<file path="config.mk">
export PLATFORM = sky130hd
export DESIGN_NAME = cnn_conv_engine
export DESIGN_NICKNAME = d
export VERILOG_FILES = /design/src/rtl/cnn_conv_engine.sv
export SDC_FILE = /design/constraint.sdc
export NUM_CORES = 1
export LEC_CHECK = 0
export CAP_MARGIN = 20
export CORE_ASPECT_RATIO = 1.5
export CORE_MARGIN = 1
export CORE_UTILIZATION = 40
export DETAILED_ROUTE_END_ITERATION = 10
export GPL_ROUTABILITY_DRIVEN = 0
export HOLD_SLACK_MARGIN = 0.15
export PLACE_DENSITY_LB_ADDON = 0.08
export SLEW_MARGIN = 20
export SYNTH_ARGS = -nofsm -noshare
export SYNTH_HDL_FRONTEND = slang
export SYNTH_SLANG_ARGS = --single-unit
</file>
<file path="constraint.sdc">
create_clock -name clk -period 5.38 [get_ports clk]
set_input_delay 1.076 -clock clk [delete_from_list [all_inputs] [get_ports clk]]
set_output_delay 1.076 -clock clk [all_outputs]
set_load 0.02 [all_outputs]
</file>
<file path="src/rtl/cnn_conv_engine.sv">
`default_nettype none
// ============================================================================
// Module      : cnn_conv_engine
// Description : Streaming dot-product engine for one CNN kernel window.
//               TAPS signed coefficients are loaded while idle. Each window
//               multiplies TAPS unsigned pixels by the stored coefficients and
//               sums the products. The sum then gets optional ReLU, is
//               saturated to OUT_W and is held until the consumer accepts it.
//               Continuous mode restarts the next window automatically.
// Revision    : 1.0 - initial release
// ============================================================================
module cnn_conv_engine #(
    parameter int DATA_W  = 4,
    parameter int COEF_W  = 4,
    parameter int TAPS    = 9,
    parameter int ACC_W   = 13,
    parameter int OUT_W   = 10,
    parameter int RELU_EN = 1
) (
    input  logic              clk,
    input  logic              rst,
    input  logic              coef_wr,
    input  logic [COEF_W-1:0] coef_data,
    input  logic              start,
    input  logic              cont,
    input  logic              pix_valid,
    input  logic [DATA_W-1:0] pix_data,
    output logic              pix_ready,
    output logic              res_valid,
    output logic [OUT_W-1:0]  res_data,
    input  logic              res_ready,
    output logic              busy,
    output logic              done
);

    localparam int c_tw = (TAPS > 1) ? $clog2(TAPS) : 1;
    localparam int c_pw = DATA_W + COEF_W + 1;
    localparam logic [c_tw-1:0] c_last = c_tw'(TAPS - 1);

    localparam logic [1:0] c_idle  = 2'd0;
    localparam logic [1:0] c_accum = 2'd1;
    localparam logic [1:0] c_out   = 2'd2;

    localparam logic signed [ACC_W-1:0] c_res_max = ACC_W'((2 ** (OUT_W - 1)) - 1);
    localparam logic signed [ACC_W-1:0] c_res_min = ACC_W'(-(2 ** (OUT_W - 1)));

    logic [1:0]               r_state;
    logic signed [ACC_W-1:0]  r_acc;
    logic [c_tw-1:0]          r_tap;
    logic [c_tw-1:0]          r_ptr;
    logic                     r_cont;
    logic signed [COEF_W-1:0] r_coef [TAPS];
    logic                     r_pix_ready;
    logic                     r_res_valid;
    logic [OUT_W-1:0]         r_res_data;
    logic                     r_busy;
    logic                     r_done;

    logic signed [c_pw-1:0]   w_pix_x;
    logic signed [c_pw-1:0]   w_coef_x;
    logic signed [c_pw-1:0]   w_prod;
    logic signed [ACC_W-1:0]  w_sum;
    logic [OUT_W-1:0]         w_res;

    // Pixel is zero-extended so the multiply stays signed; both operands
    // are widened to the full product width before multiplying.
    assign w_pix_x  = c_pw'($signed({1'b0, pix_data}));
    assign w_coef_x = c_pw'(r_coef[r_tap]);
    assign w_prod   = w_pix_x * w_coef_x;
    assign w_sum    = r_acc + ACC_W'(w_prod);

    // Result formatting of the running sum: optional ReLU, then saturation.
    always_comb begin
        w_res = w_sum[OUT_W-1:0];
        if ((RELU_EN != 0) && w_sum[ACC_W-1]) begin
            w_res = '0;
        end else if (w_sum > c_res_max) begin
            w_res = c_res_max[OUT_W-1:0];
        end else if (w_sum < c_res_min) begin
            w_res = c_res_min[OUT_W-1:0];
        end
    end

    // Coefficient store and write pointer; writable only while idle.
    always_ff @(posedge clk) begin
        if (rst) begin
            r_ptr <= '0;
            for (int i = 0; i < TAPS; i++) begin
                r_coef[i] <= '0;
            end
        end else if (coef_wr && (r_state == c_idle)) begin
            r_coef[r_ptr] <= $signed(coef_data);
            r_ptr         <= (r_ptr == c_last) ? '0 : r_ptr + c_tw'(1);
        end
    end

    // Window sequencer with registered handshake and status outputs.
    always_ff @(posedge clk) begin
        if (rst) begin
            r_state     <= c_idle;
            r_acc       <= '0;
            r_tap       <= '0;
            r_cont      <= 1'b0;
            r_pix_ready <= 1'b0;
            r_res_valid <= 1'b0;
            r_res_data  <= '0;
            r_busy      <= 1'b0;
            r_done      <= 1'b0;
        end else begin
            r_done <= 1'b0;
            case (r_state)
                c_idle: begin
                    if (start) begin
                        r_state     <= c_accum;
                        r_acc       <= '0;
                        r_tap       <= '0;
                        r_cont      <= cont;
                        r_pix_ready <= 1'b1;
                        r_busy      <= 1'b1;
                    end
                end
                c_accum: begin
                    if (pix_valid) begin
                        r_acc <= w_sum;
                        if (r_tap == c_last) begin
                            // Tap returns to 0 so the coefficient read never
                            // indexes past the store.
                            r_tap       <= '0;
                            r_state     <= c_out;
                            r_res_data  <= w_res;
                            r_res_valid <= 1'b1;
                            r_pix_ready <= 1'b0;
                        end else begin
                            r_tap <= r_tap + c_tw'(1);
                        end
                    end
                end
                c_out: begin
                    if (res_ready) begin
                        r_res_valid <= 1'b0;
                        if (r_cont) begin
                            r_state     <= c_accum;
                            r_acc       <= '0;
                            r_tap       <= '0;
                            r_pix_ready <= 1'b1;
                        end else begin
                            r_state <= c_idle;
                            r_busy  <= 1'b0;
                            r_done  <= 1'b1;
                        end
                    end
                end
                default: begin
                    r_state     <= c_idle;
                    r_pix_ready <= 1'b0;
                    r_res_valid <= 1'b0;
                    r_busy      <= 1'b0;
                end
            endcase
        end
    end

    assign pix_ready = r_pix_ready;
    assign res_valid = r_res_valid;
    assign res_data  = r_res_data;
    assign busy      = r_busy;
    assign done      = r_done;

endmodule
`default_nettype wire

</file>
**After elaboration in Yosys (flattened, before gate mapping)**

Memories as Yosys holds them, arrays and structs flattened. A register that Yosys moved wholly into a read port is not among the register bits.
Cells that the tools add are included.

- Register bits: 38
- Memory bits (writable): 36
- Input port bits: 15
- Output and inout port bits: 14
- Logic and storage cells: 88
- Memories: 1

Memories:

| name | words | width | rd ports | clocked after Yosys merged registers in | wr ports | line | source |
|---|---|---|---|---|---|---|---|
| r_coef | 9 | 4 | 1 | 1 | 9 | 52 | `logic signed [COEF_W-1:0] r_coef [TAPS];` |

- $add $sub $neg: 3
- $mul: 1
- $lt $le $gt $ge: 2
- Eq/ne operators: 10
- Mux-type cells: 45
- Bitwise operators: 4
- Reductions and logical operators: 12

Operator list:

| kind | number |
|---|---|
| 13-bit 2-to-1 mux | 4 |
| 4-bit 2-to-1 mux | 10 |
| 13-bit one-hot mux with 3 select lines | 1 |
| 10-bit 2-to-1 mux | 3 |
| 1-bit 2-to-1 mux | 18 |
| 13-bit by 9-bit adder with 13-bit output | 1 |
| 13-bit by 10-bit > comparator with 1-bit output, second input constant | 1 |
| 13-bit by 10-bit less-than comparator with 1-bit output, second input constant | 1 |
| 2-bit != test, second input constant | 6 |
| 4-bit one-hot mux with 3 select lines | 1 |
| 4-bit AND reduction | 3 |
| 5-bit AND reduction | 2 |
| 5-bit by 4-bit multiplier with 9-bit output | 1 |
| 1-bit one-hot mux with 3 select lines | 3 |
| 4-bit by 1-bit adder with 4-bit output, second input constant | 2 |
| 4-bit equality test, second input constant | 2 |
| 2-bit 2-to-1 mux | 4 |
| 2-bit one-hot mux with 3 select lines | 1 |
| 1-bit NOT | 4 |
| 4-bit OR reduction | 1 |
| 3-bit AND reduction | 1 |
| 3-bit nonzero test | 1 |
| 3-bit OR reduction | 1 |
| 2-bit by 1-bit equality test with 1-bit output, second input constant | 1 |
| 4 further kinds | 4 |

**Logic depth before layout (Yosys ltp)**

- Depth after elaboration: 7
- Gate-level depth with buffers: 18
- Depth with buffers taken out: 16

**Worst setup path before layout**

OpenSTA, ideal clock, no wires.

- Kind: flip-flop to flip-flop
- From: register with a tool-made name
- To: register r_res_data[0], in the netlist res_data[0]
- Library setup time: 0.075 ns
- Arrival: 5.742 ns
- Required time: 5.305 ns
- Path slack: -0.437 ns
- Stages on the path, launching flop included: 18
- Path buffers: 2
- Clock period less this slack: 5.817 ns
- Cell sequence: dfxtp_1 > buf_6 > buf_1 > mux4_2 > mux4_2 > and2_1 > fa_1 > fa_1 > inv_1 > fa_1 > inv_1 > ha_1 > a21o_1 > a221oi_1 > o31ai_1 > xnor2_1 > mux2_4 > a22oi_2

RTL lines:

| what | line | source |
|---|---|---|
| end signal: assignment | 130 | `r_res_data <= w_res;` |
| end: declaration | 55 | `logic [OUT_W-1:0] r_res_data;` |

==> impl_metrics.yaml <==
run_status:
  outcome: "finished, violations left"
  violations: "design-rule violations"
global_routing:
  grt_pass1_vias: 3734
  grtUsageTotal: 0.1764
  use_met1: 0.1757
  grt_use_met2: 0.3482
  met3_usage: 0.02441
  grt_max_degree: 38
  antenna_found_initial: 0
  grt_overflow: 0
  busiest_layer: "met2"
  grt_pass1_wl_mm: 19.04
route:
  routedWlPerCell_microns: 18.19
  drc: 1
  via_per_inst: 5.459
  antenna_left: 0
  totalWireLength_mm: 12.04
  vias: 3614
  drt-initial-drc-count: 108
  first_pass_iters: 9
synth:
  synth_simple_gate_area_share: 0.1447
  synthTopCellsByArea: "edfxtp_1, dfxtp_1, ha_1"
  synth_top_area_cell: "edfxtp_1"
  synth_compound_area_frac: 0.08904
  synth_flop_cell: "edfxtp_1"
  synth_top_family_by_area: "simple AND/OR/NAND/NOR gates"
  synth-seq-cells: 106
  synthCells: 459
  muxShareOfSynthArea: 0.08747
  post-synth-top-area-fraction: 0.3463
  synth.top_cells.by_count: "edfxtp_1, dfxtp_1, ha_1"
  postSynth.asyncResetShare: 0
  synth_area_sq_mm: 0.005550
  yosysSeqAreaShare: 0.4977
  yosysWarnings: 0
  syn_avg_cell_area_sq_um: 12.09
  synth_fa_ha_area_frac: 0.1208
  synth_xor_area_frac: 0.02840
  synth_nets: 521
  synth-edff-count: 64
  yosysMostFrequentCell: "edfxtp_1"
  ys_types: 44
worst_setup_path:
  crit_type: "reg -> reg"
  crit_end: "res_data[8]"
  cp-start-kind: "flop"
  critPathArrivalTime_ns: 5.44
  r2r-end: "res_data[8]"
  worst-path-max-fanout: 8
  worst_ep_required_time_ns: 5.66
  end_kind: "flop"
  rrSetupSlack_ns: 0.22
  r2r_cells: 17
clocking:
  hold_buffers: 0
  clock-sinks: 106
  cts_tree: "done"
  clkTransAtPathRegs_ns: 0.07
  insertion_delay_ns: 0.35
  cts_inserted_buffers: 9
  cts-root-buf: "clkbuf_16"
  htree_num_levels: 3
  cts_buffer_depth: 2
pwr:
  peakVddDrop_mv: 0.1886
  leakage_nw: 2.614
  p_per_area_mw_per_mm2: 306.1
job:
  cap_violations: 0
timing:
  period_share: 0.9592
  report.final.slew_viol_count: 0
  fin_tns_setup_ns: 0
  period_needed_ns: 5.161
  tightest_slew_ns: 0.7322
  setup_violations: 0
  setup_slack_ns: 0.2193
  max_clock_freq_ghz: 0.1938
  holdWs_ns: 0.4625
  finalHoldViolations: 0
  slew_headroom: 0.5107
  finalClockSkew_ns: 0.007765
  rsz0062_at_grt: "false"
die:
  start_util: 0.4101
  fp.dieW_microns: 98.18
  dieArea_sq_mm: 0.01436
  core-area_sq_mm: 0.01353
  die_h_microns: 146.3
  rows: 52
  ios: 29
layout:
  num_antenna_cells: 0
  final_nets: 557
  drive_above_1_share: 0.1340
  final_cells: 662
  synthToLayoutAreaGrowth_pct: 16.57
  final_area_sq_mm: 0.006470
place:
  place_area_sq_mm: 0.006072
  numPlacedInstances: 643
  port_buffers: 28
  pre_cts_ws_ns: 0.02786
  hpwl_mm: 8.897
worst_hold_path:
  hp-class: "reg -> reg"
  min_path_cells: 2
cell type report:
cell class                 count  area [sq um]
timing repair buffer          41         420.4
clock buffer                   9         225.2
inverter                      29         108.9
clock inverter                 7         101.3
fill                        1244          7063
multi-input combinational    308          2645
tap                          162         202.7
sequential                   106          2766
cell usage in the layout, fill, tap and decap left out, types with 5 or more instances in the layout:
cell	n
or2_2	5
xor2_1	9
o21ai_0	8
edfxtp_1	64
nand2_1	21
fa_1	10
or3_1	6
nor2_1	28
and3_1	32
and2_1	33
a22oi_2	5
ha_1	35
mux4_2	20
a21oi_1	20
clkdlybuf4s50_1	28
clkbuf_16	10
inv_1	28
a21o_1	10
nand3_1	8
dfxtp_1	41
buf_4	10
xnor2_1	9
a22oi_1	10
cell families after synthesis:
family / Yosys count
simple gates: 149
buf+inv: 45
xor+xnor: 18
fa+ha+maj: 47
mux: 23
compound gates: 71
flops: 106
critical path, cell delays in order, from the launching register on:
cell       delay [ns]
dfxtp_4          0.38
clkbuf_16        0.17
mux4_2           0.53
mux4_2           0.53
and2_1           0.19
fa_1             0.46
fa_1             0.51
inv_1            0.05
fa_1             0.52
inv_1            0.06
ha_4             0.25
a21o_1           0.21
a221oi_2         0.31
o31ai_2          0.10
xnor2_1          0.14
buf_4            0.15
mux2_4           0.35
a22oi_2          0.16
what timing repair did:
item,CTS,global route
gates resized for setup,0,6
setup endpoints to repair,0,9
setup buffers,0,2
power breakdown:
part | internal, mW | leakage, nW | switching, mW
Sequential | 0.881 | 0.965 | 0.0148
Combinational | 0.156 | 1.50 | 0.201
Clock | 0.413 | 0.153 | 0.313
through the flow:
step	total power, mW	util
global route	2.069	0.4781
floorplan	1.152	-
CTS	1.985	0.4728
finish	1.980	0.4781
detailed placement	1.258	0.4487
global placement	1.256	0.4487
registers in the layout, summed over array words and instances (netlist names), named ones only:
signal and cells:
pix_ready 1, r_state 2, r_cont 1, res_data 10, busy 1, r_tap 4, r_ptr 4, r_coef 64
r_acc 13, res_valid 1, done 1
worst min-delay path by stage:
stage	to	slack, ns	startpoint
after global routing	res_valid	0.49	res_valid
after CTS	res_valid	0.47	res_valid
after detailed placement	res_data[9]	0.46	res_data[9]
final	res_valid	0.46	res_valid
after global placement	res_data[9]	0.44	res_data[9]
after floorplan	r_acc[11]	0.45	r_acc[11]
layer usage:
metal  up-vias  part of all wire
met5         -                 0
met4         0             0.035
met3        25             0.018
met2        56              0.57
met1      1781              0.37
li1       1752                 -
Note: power is estimated with default switching activity, not from simulation.
